**config.mk**
```make
export PLATFORM = sky130hd
export DESIGN_NAME = acq_sequencer
export DESIGN_NICKNAME = d
export VERILOG_FILES = /design/src/rtl/acq_sequencer.sv
export SDC_FILE = /design/constraint.sdc
export NUM_CORES = 1
export LEC_CHECK = 0
export BUFFER_PORTS_ARGS = -buffer_cell sky130_fd_sc_hd__buf_2
export CAP_MARGIN = 20
export CELL_PAD_IN_SITES_DETAIL_PLACEMENT = 1
export CELL_PAD_IN_SITES_GLOBAL_PLACEMENT = 1
export CORE_MARGIN = 1.5
export CORE_UTILIZATION = 26
export DETAILED_ROUTE_END_ITERATION = 16
export GPL_TIMING_DRIVEN = 0
export HOLD_SLACK_MARGIN = 0.1
export PLACE_DENSITY = 0.63
export SKIP_LAST_GASP = 1
export SYNTH_ARGS = -nofsm -noshare
export SYNTH_HDL_FRONTEND = slang
export SYNTH_SLANG_ARGS = --single-unit
export TNS_END_PERCENT = 100
```
**constraint.sdc**
```tcl
create_clock -name clk -period 7.1 [get_ports clk]
set_input_delay 1.42 -clock clk [delete_from_list [all_inputs] [get_ports clk]]
set_output_delay 1.42 -clock clk [all_outputs]
set_load 0.01 [all_outputs]
```
**src/rtl/acq_sequencer.sv**
```systemverilog
// Sequencer for one lidar accumulation run: arm, skip mirror-start samples,
// step the accumulator through every range bin of each pulse, then hand off to readout.
module acq_sequencer #(
  parameter int CNT_W = 16,
  parameter int IDX_W = 16
) (
  input  logic             clk,
  input  logic             rst_n,
  input  logic [15:0]      UR_CMD,
  input  logic [CNT_W-1:0] UR_MirrorStart,
  input  logic [CNT_W-1:0] UR_nRangeBins,
  input  logic [CNT_W-1:0] UR_nPoints_RB,
  input  logic [CNT_W-1:0] UR_nACC_Pulses,
  input  logic             trig_det,
  input  logic             rd_done,
  output logic             CMD_Update_Disable,
  output logic             busy,
  output logic             acc_clear,
  output logic             acc_en,
  output logic             first_pulse,
  output logic [IDX_W-1:0] rb_index,
  output logic [IDX_W-1:0] pt_index,
  output logic [CNT_W-1:0] pulse_cnt,
  output logic             acc_done,
  output logic             trig_overrun,
  output logic             cfg_err
);

  typedef enum logic [2:0] {
    S_IDLE,
    S_ARM,
    S_SKIP,
    S_ACQ,
    S_PEND,
    S_DONE
  } state_t;

  localparam logic [CNT_W-1:0] CNT_ONE = {{(CNT_W-1){1'b0}}, 1'b1};
  localparam logic [IDX_W-1:0] IDX_ONE = {{(IDX_W-1){1'b0}}, 1'b1};

  state_t           state_q;
  logic             start_q;
  logic [CNT_W-1:0] skip_cnt_q;
  logic [CNT_W-1:0] pulse_cnt_q;
  logic [IDX_W-1:0] rb_q;
  logic [IDX_W-1:0] pt_q;
  logic             upd_dis_q;
  logic             busy_q;
  logic             acc_clear_q;
  logic             acc_en_q;
  logic             first_q;
  logic             acc_done_q;
  logic             overrun_q;
  logic             cfg_err_q;

  logic start_evt;
  logic abort;
  logic cfg_ok;
  logic pt_last;
  logic rb_last;

  assign start_evt = UR_CMD[0] & ~start_q;
  assign abort     = UR_CMD[1];
  assign cfg_ok    = (UR_nRangeBins != '0) && (UR_nPoints_RB != '0) && (UR_nACC_Pulses != '0);
  assign pt_last   = (CNT_W'(pt_q) == UR_nPoints_RB - CNT_ONE);
  assign rb_last   = (CNT_W'(rb_q) == UR_nRangeBins - CNT_ONE);

  always_ff @(posedge clk or negedge rst_n) begin
    if (!rst_n) begin
      state_q     <= S_IDLE;
      start_q     <= 1'b0;
      skip_cnt_q  <= '0;
      pulse_cnt_q <= '0;
      rb_q        <= '0;
      pt_q        <= '0;
      upd_dis_q   <= 1'b0;
      busy_q      <= 1'b0;
      acc_clear_q <= 1'b0;
      acc_en_q    <= 1'b0;
      first_q     <= 1'b0;
      acc_done_q  <= 1'b0;
      overrun_q   <= 1'b0;
      cfg_err_q   <= 1'b0;
    end else begin
      start_q     <= UR_CMD[0];
      acc_clear_q <= 1'b0;
      cfg_err_q   <= 1'b0;
      // Abort outranks every other event; the sticky overrun flag survives it.
      if (abort && (state_q != S_IDLE)) begin
        state_q     <= S_IDLE;
        skip_cnt_q  <= '0;
        pulse_cnt_q <= '0;
        rb_q        <= '0;
        pt_q        <= '0;
        upd_dis_q   <= 1'b0;
        busy_q      <= 1'b0;
        acc_en_q    <= 1'b0;
        first_q     <= 1'b0;
        acc_done_q  <= 1'b0;
      end else begin
        case (state_q)
          S_IDLE: begin
            if (start_evt) begin
              if (cfg_ok) begin
                state_q     <= S_ARM;
                upd_dis_q   <= 1'b1;
                busy_q      <= 1'b1;
                acc_clear_q <= 1'b1;
                pulse_cnt_q <= '0;
                overrun_q   <= 1'b0;
              end else begin
                cfg_err_q <= 1'b1;
              end
            end
          end
          S_ARM: begin
            if (trig_det) begin
              skip_cnt_q <= UR_MirrorStart;
              if (UR_MirrorStart == '0) begin
                state_q  <= S_ACQ;
                acc_en_q <= 1'b1;
                first_q  <= (pulse_cnt_q == '0);
              end else begin
                state_q <= S_SKIP;
              end
            end
          end
          S_SKIP: begin
            if (trig_det) overrun_q <= 1'b1;
            skip_cnt_q <= skip_cnt_q - CNT_ONE;
            if (skip_cnt_q <= CNT_ONE) begin
              state_q  <= S_ACQ;
              acc_en_q <= 1'b1;
              first_q  <= (pulse_cnt_q == '0);
            end
          end
          S_ACQ: begin
            if (trig_det) overrun_q <= 1'b1;
            if (rb_last && pt_last) begin
              state_q     <= S_PEND;
              pulse_cnt_q <= pulse_cnt_q + CNT_ONE;
              acc_en_q    <= 1'b0;
              first_q     <= 1'b0;
              rb_q        <= '0;
              pt_q        <= '0;
            end else if (pt_last) begin
              pt_q <= '0;
              rb_q <= rb_q + IDX_ONE;
            end else begin
              pt_q <= pt_q + IDX_ONE;
            end
          end
          S_PEND: begin
            if (trig_det) overrun_q <= 1'b1;
            if (pulse_cnt_q == UR_nACC_Pulses) begin
              state_q    <= S_DONE;
              acc_done_q <= 1'b1;
            end else begin
              state_q <= S_ARM;
            end
          end
          S_DONE: begin
            if (rd_done) begin
              state_q    <= S_IDLE;
              upd_dis_q  <= 1'b0;
              busy_q     <= 1'b0;
              acc_done_q <= 1'b0;
            end
          end
          default: state_q <= S_IDLE;
        endcase
      end
    end
  end

  assign CMD_Update_Disable = upd_dis_q;
  assign busy               = busy_q;
  assign acc_clear          = acc_clear_q;
  assign acc_en             = acc_en_q;
  assign first_pulse        = first_q;
  assign rb_index           = rb_q;
  assign pt_index           = pt_q;
  assign pulse_cnt          = pulse_cnt_q;
  assign acc_done           = acc_done_q;
  assign trig_overrun       = overrun_q;
  assign cfg_err            = cfg_err_q;

endmodule

```
==> results.sh <==
export IMPL_required_ns=7.32
export IMPL_synthFlopType="dfrtp_1"
export IMPL_setup_violations=0
export IMPL_first_pass_iters=4
export IMPL_htreeDepth=3
export IMPL_syn_to_final_growth_pct=23.7
export IMPL_grt_pass1_wl_um=30700
export IMPL_ys_async_sr_fraction_pct=100
export IMPL_multi_input_area_mm2=0.00342
export IMPL_clockRootBuffer="clkbuf_16"
export IMPL_gp_congestion=0.820
export IMPL_dr_first_iter_drc_count=260
export IMPL_run_status="finished, final reports clean"
export IMPL_worstSetupPathType="in -> reg"
export IMPL_avgSynthCellArea_um2=8.08
export IMPL_synth_area_top_cells="dfrtp_1 (34%), o21ai_0 (6.7%), xnor2_1 (5.4%)"
export IMPL_synthSimpleGateAreaFrac_pct=28.5
export IMPL_finalSetupTns_ns=0
export IMPL_cts_resized=0
export IMPL_grt_max_degree=64
export IMPL_rsz0062_at_grt="false"
export IMPL_clk_pin_slew_ns=0.06
export IMPL_synth_fa_ha_area_share_pct=1.82
export IMPL_clk_latency_ns=0.35
export IMPL_period_minus_slack_ns=4.84
export IMPL_num_rows=52
export IMPL_cts_tree="done"
export IMPL_max_slew_margin_pct=36.9
export IMPL_layout_nets=907
export IMPL_drv_cap=0
export IMPL_timing_fmax_mhz=207
export IMPL_p_leak_nw=3.01
export IMPL_layout_drive_gt1_share_pct=19.3
export IMPL_synth_top_area_share_pct=34.2
export IMPL_via_count=5744
export IMPL_wl_um=19100
export IMPL_power_density_mw_per_mm2=260
export IMPL_cp_start_kind="input pin"
export IMPL_syn_nets=772
export IMPL_min_path_type="reg -> reg"
export IMPL_vdd_drop_max_uv=131
export IMPL_netlist_instances=680
export IMPL_antenna_cells=0
export IMPL_fp_dieH_um=148
export IMPL_synth_seq_cells=75
export IMPL_io_pins=140
export IMPL_synth_top_family_by_area="simple AND/OR/NAND/NOR gates"
export IMPL_ant_nets=0
export IMPL_synth_mux_area_share_pct=1.16
export IMPL_cts_hold_fix_buffers=0
export IMPL_min_period_over_period_pct=68.1
export IMPL_start_util_pct=26.8
export IMPL_cp_max_fo=8
export IMPL_yosysMostFrequentCell="dfrtp_1"
export IMPL_postCtsSetupBuffers=0
export IMPL_end_kind="flip-flop"
export IMPL_yosysSeqAreaShare_pct=34.2
export IMPL_crit_arrival_ns=5.06
export IMPL_synth_xor_area_share_pct=10.5
export IMPL_via_per_inst=5.27
export IMPL_core_area_mm2=0.0205
export IMPL_synth_cell_area_mm2=0.00549
export IMPL_regArea_mm2=0.00188
export IMPL_finalMaxSlewViolations=0
export IMPL_cts_buffers=9
export IMPL_holdWs_ns=0.509
export IMPL_fin_skew_ns=0.0124
export IMPL_port_buffers=123
export IMPL_clock_sinks=75
export IMPL_worst_slew_pin_slew_ns=0.939
export IMPL_grt_use_total_pct=17.7
export IMPL_first_global_vias=5672
export IMPL_grt_overflow=0
export IMPL_fillers=2524
export IMPL_dp_hpwl_um=14600
export IMPL_wl_per_cell_um=17.5
export IMPL_synth_common_cells="dfrtp_1 (75), o21ai_0 (74), nor2_1 (68), nand2_1 (53), a21oi_1 (43)"
export IMPL_die_x_um=148
export IMPL_synth_area_leader_cell="dfrtp_1"
export IMPL_route_detailed_drc=0
export IMPL_hold_violations=0
export IMPL_synth_edff_count=0
export IMPL_ys_types=63
export IMPL_ys_warn_count=0
export IMPL_synth_compound_gate_area_share_pct=20.3
export IMPL_antenna_found_initial=1
export IMPL_cts_buffer_depth=2
export IMPL_dieArea_mm2=0.0220
placed cells by master, fill, tap and decap left out, drive strengths merged, types with 3 or more instances in the layout:
cell type / n
nor4: 25
ha: 8
nand2b: 17
and3: 23
buf: 129
a32o: 7
nand2: 53
nor2: 68
mux2: 3
o31ai: 8
a211oi: 3
dfrtp: 75
o2bb2ai: 3
nand3b: 3
clkbuf: 29
xnor2: 34
mux2i: 3
or3: 8
a21oi: 43
nor3b: 6
a211o: 3
clkinvlp: 3
nand3: 19
xor2: 32
nor2b: 9
o21ai: 78
o22ai: 7
or4: 6
a31oi: 7
inv: 22
nor3: 28
nand4: 17
a311oi: 4
state kept, by name (all words and copies together), names as in the netlist:
| signal | count |
|---|---|
| acc_done | 1 |
| state_q | 3 |
| pulse_cnt | 16 |
| first_pulse | 1 |
| busy | 1 |
| start_q | 1 |
| skip_cnt_q | 16 |
| rb_index | 16 |
| cfg_err | 1 |
| pt_index | 16 |
| acc_en | 1 |
| trig_overrun | 1 |
| acc_clear | 1 |
through the flow:
step           utilization [%]  setup slack (ns)  total power [mW]  cell area (µm²)  cells
6_report                  33.2              2.26              1.76             6800   1090
5_1_grt                   33.2              2.02              1.90             6800   1090
4_1_cts                   33.2              2.19              1.78             6800   1090
3_5_place_dp              31.6              1.83              1.27             6480   1074
3_3_place_gp              31.5              1.96              1.26             6450   1073
2_1_floorplan                -              2.88              1.02             5490    680
final cells by class:
type | instances | area share, %
multi-input combinational | 558 | 50.3
sequential | 75 | 27.6
timing repair buffer | 124 | 9.50
tap | 270 | 4.97
clock buffer | 9 | 3.31
buffer | 25 | 1.69
clock inverter | 7 | 1.36
inverter | 22 | 1.22
metal layers:
layer	wire [µm]	global-route usage (%)
met3	573	2.36
met2	9080	29.4
met1	9180	23.9
met5	7	0
met4	263	5.50
path summary, 6_finish.rpt:
check                           slack (ns)             start  cells past startpoint             to
worst max register to register        3.74       rb_index[9]                      8    first_pulse
max in group asynchronous             5.58             rst_n                      2  skip_cnt_q[4]
worst max-delay path                  2.26  UR_nRangeBins[0]                     12    first_pulse
min in group asynchronous             0.92             rst_n                      1    pt_index[2]
worst min-delay path                  0.51           start_q                      3        cfg_err
worst min register to register        0.51           start_q                      3        cfg_err
worst max-delay path, stage by stage:
cell      delay, ns
clkbuf_1       0.17
inv_1          0.09
ha_1           0.14
clkbuf_1       0.28
nor3b_1        0.54
and3_1         0.25
a31oi_1        0.10
a2111o_1       0.36
nor4_1         0.55
nand2_1        0.35
a21oi_1        0.41
mux2_2         0.39
cell families (layout without fill, tap and decap cells):
kind of cell / Yosys count / in the layout
buffers and inverters: 47 / 187
xor gates and xnor gates: 66 / 66
adders and majority gates: 8 / 8
muxes: 6 / 6
and+or+nand+nor: 295 / 295
AOI/OAI and AO/OA: 183 / 183
DFF: 75 / 75
where the power goes:
group          total, mW  internal [mW]  switching (mW)
clock              0.507          0.307           0.200
sequential         0.564          0.493          0.0711
combinational      0.694          0.238           0.456
total               1.76           1.04           0.727
No activity file was read; power rests on OpenSTA's default activity.
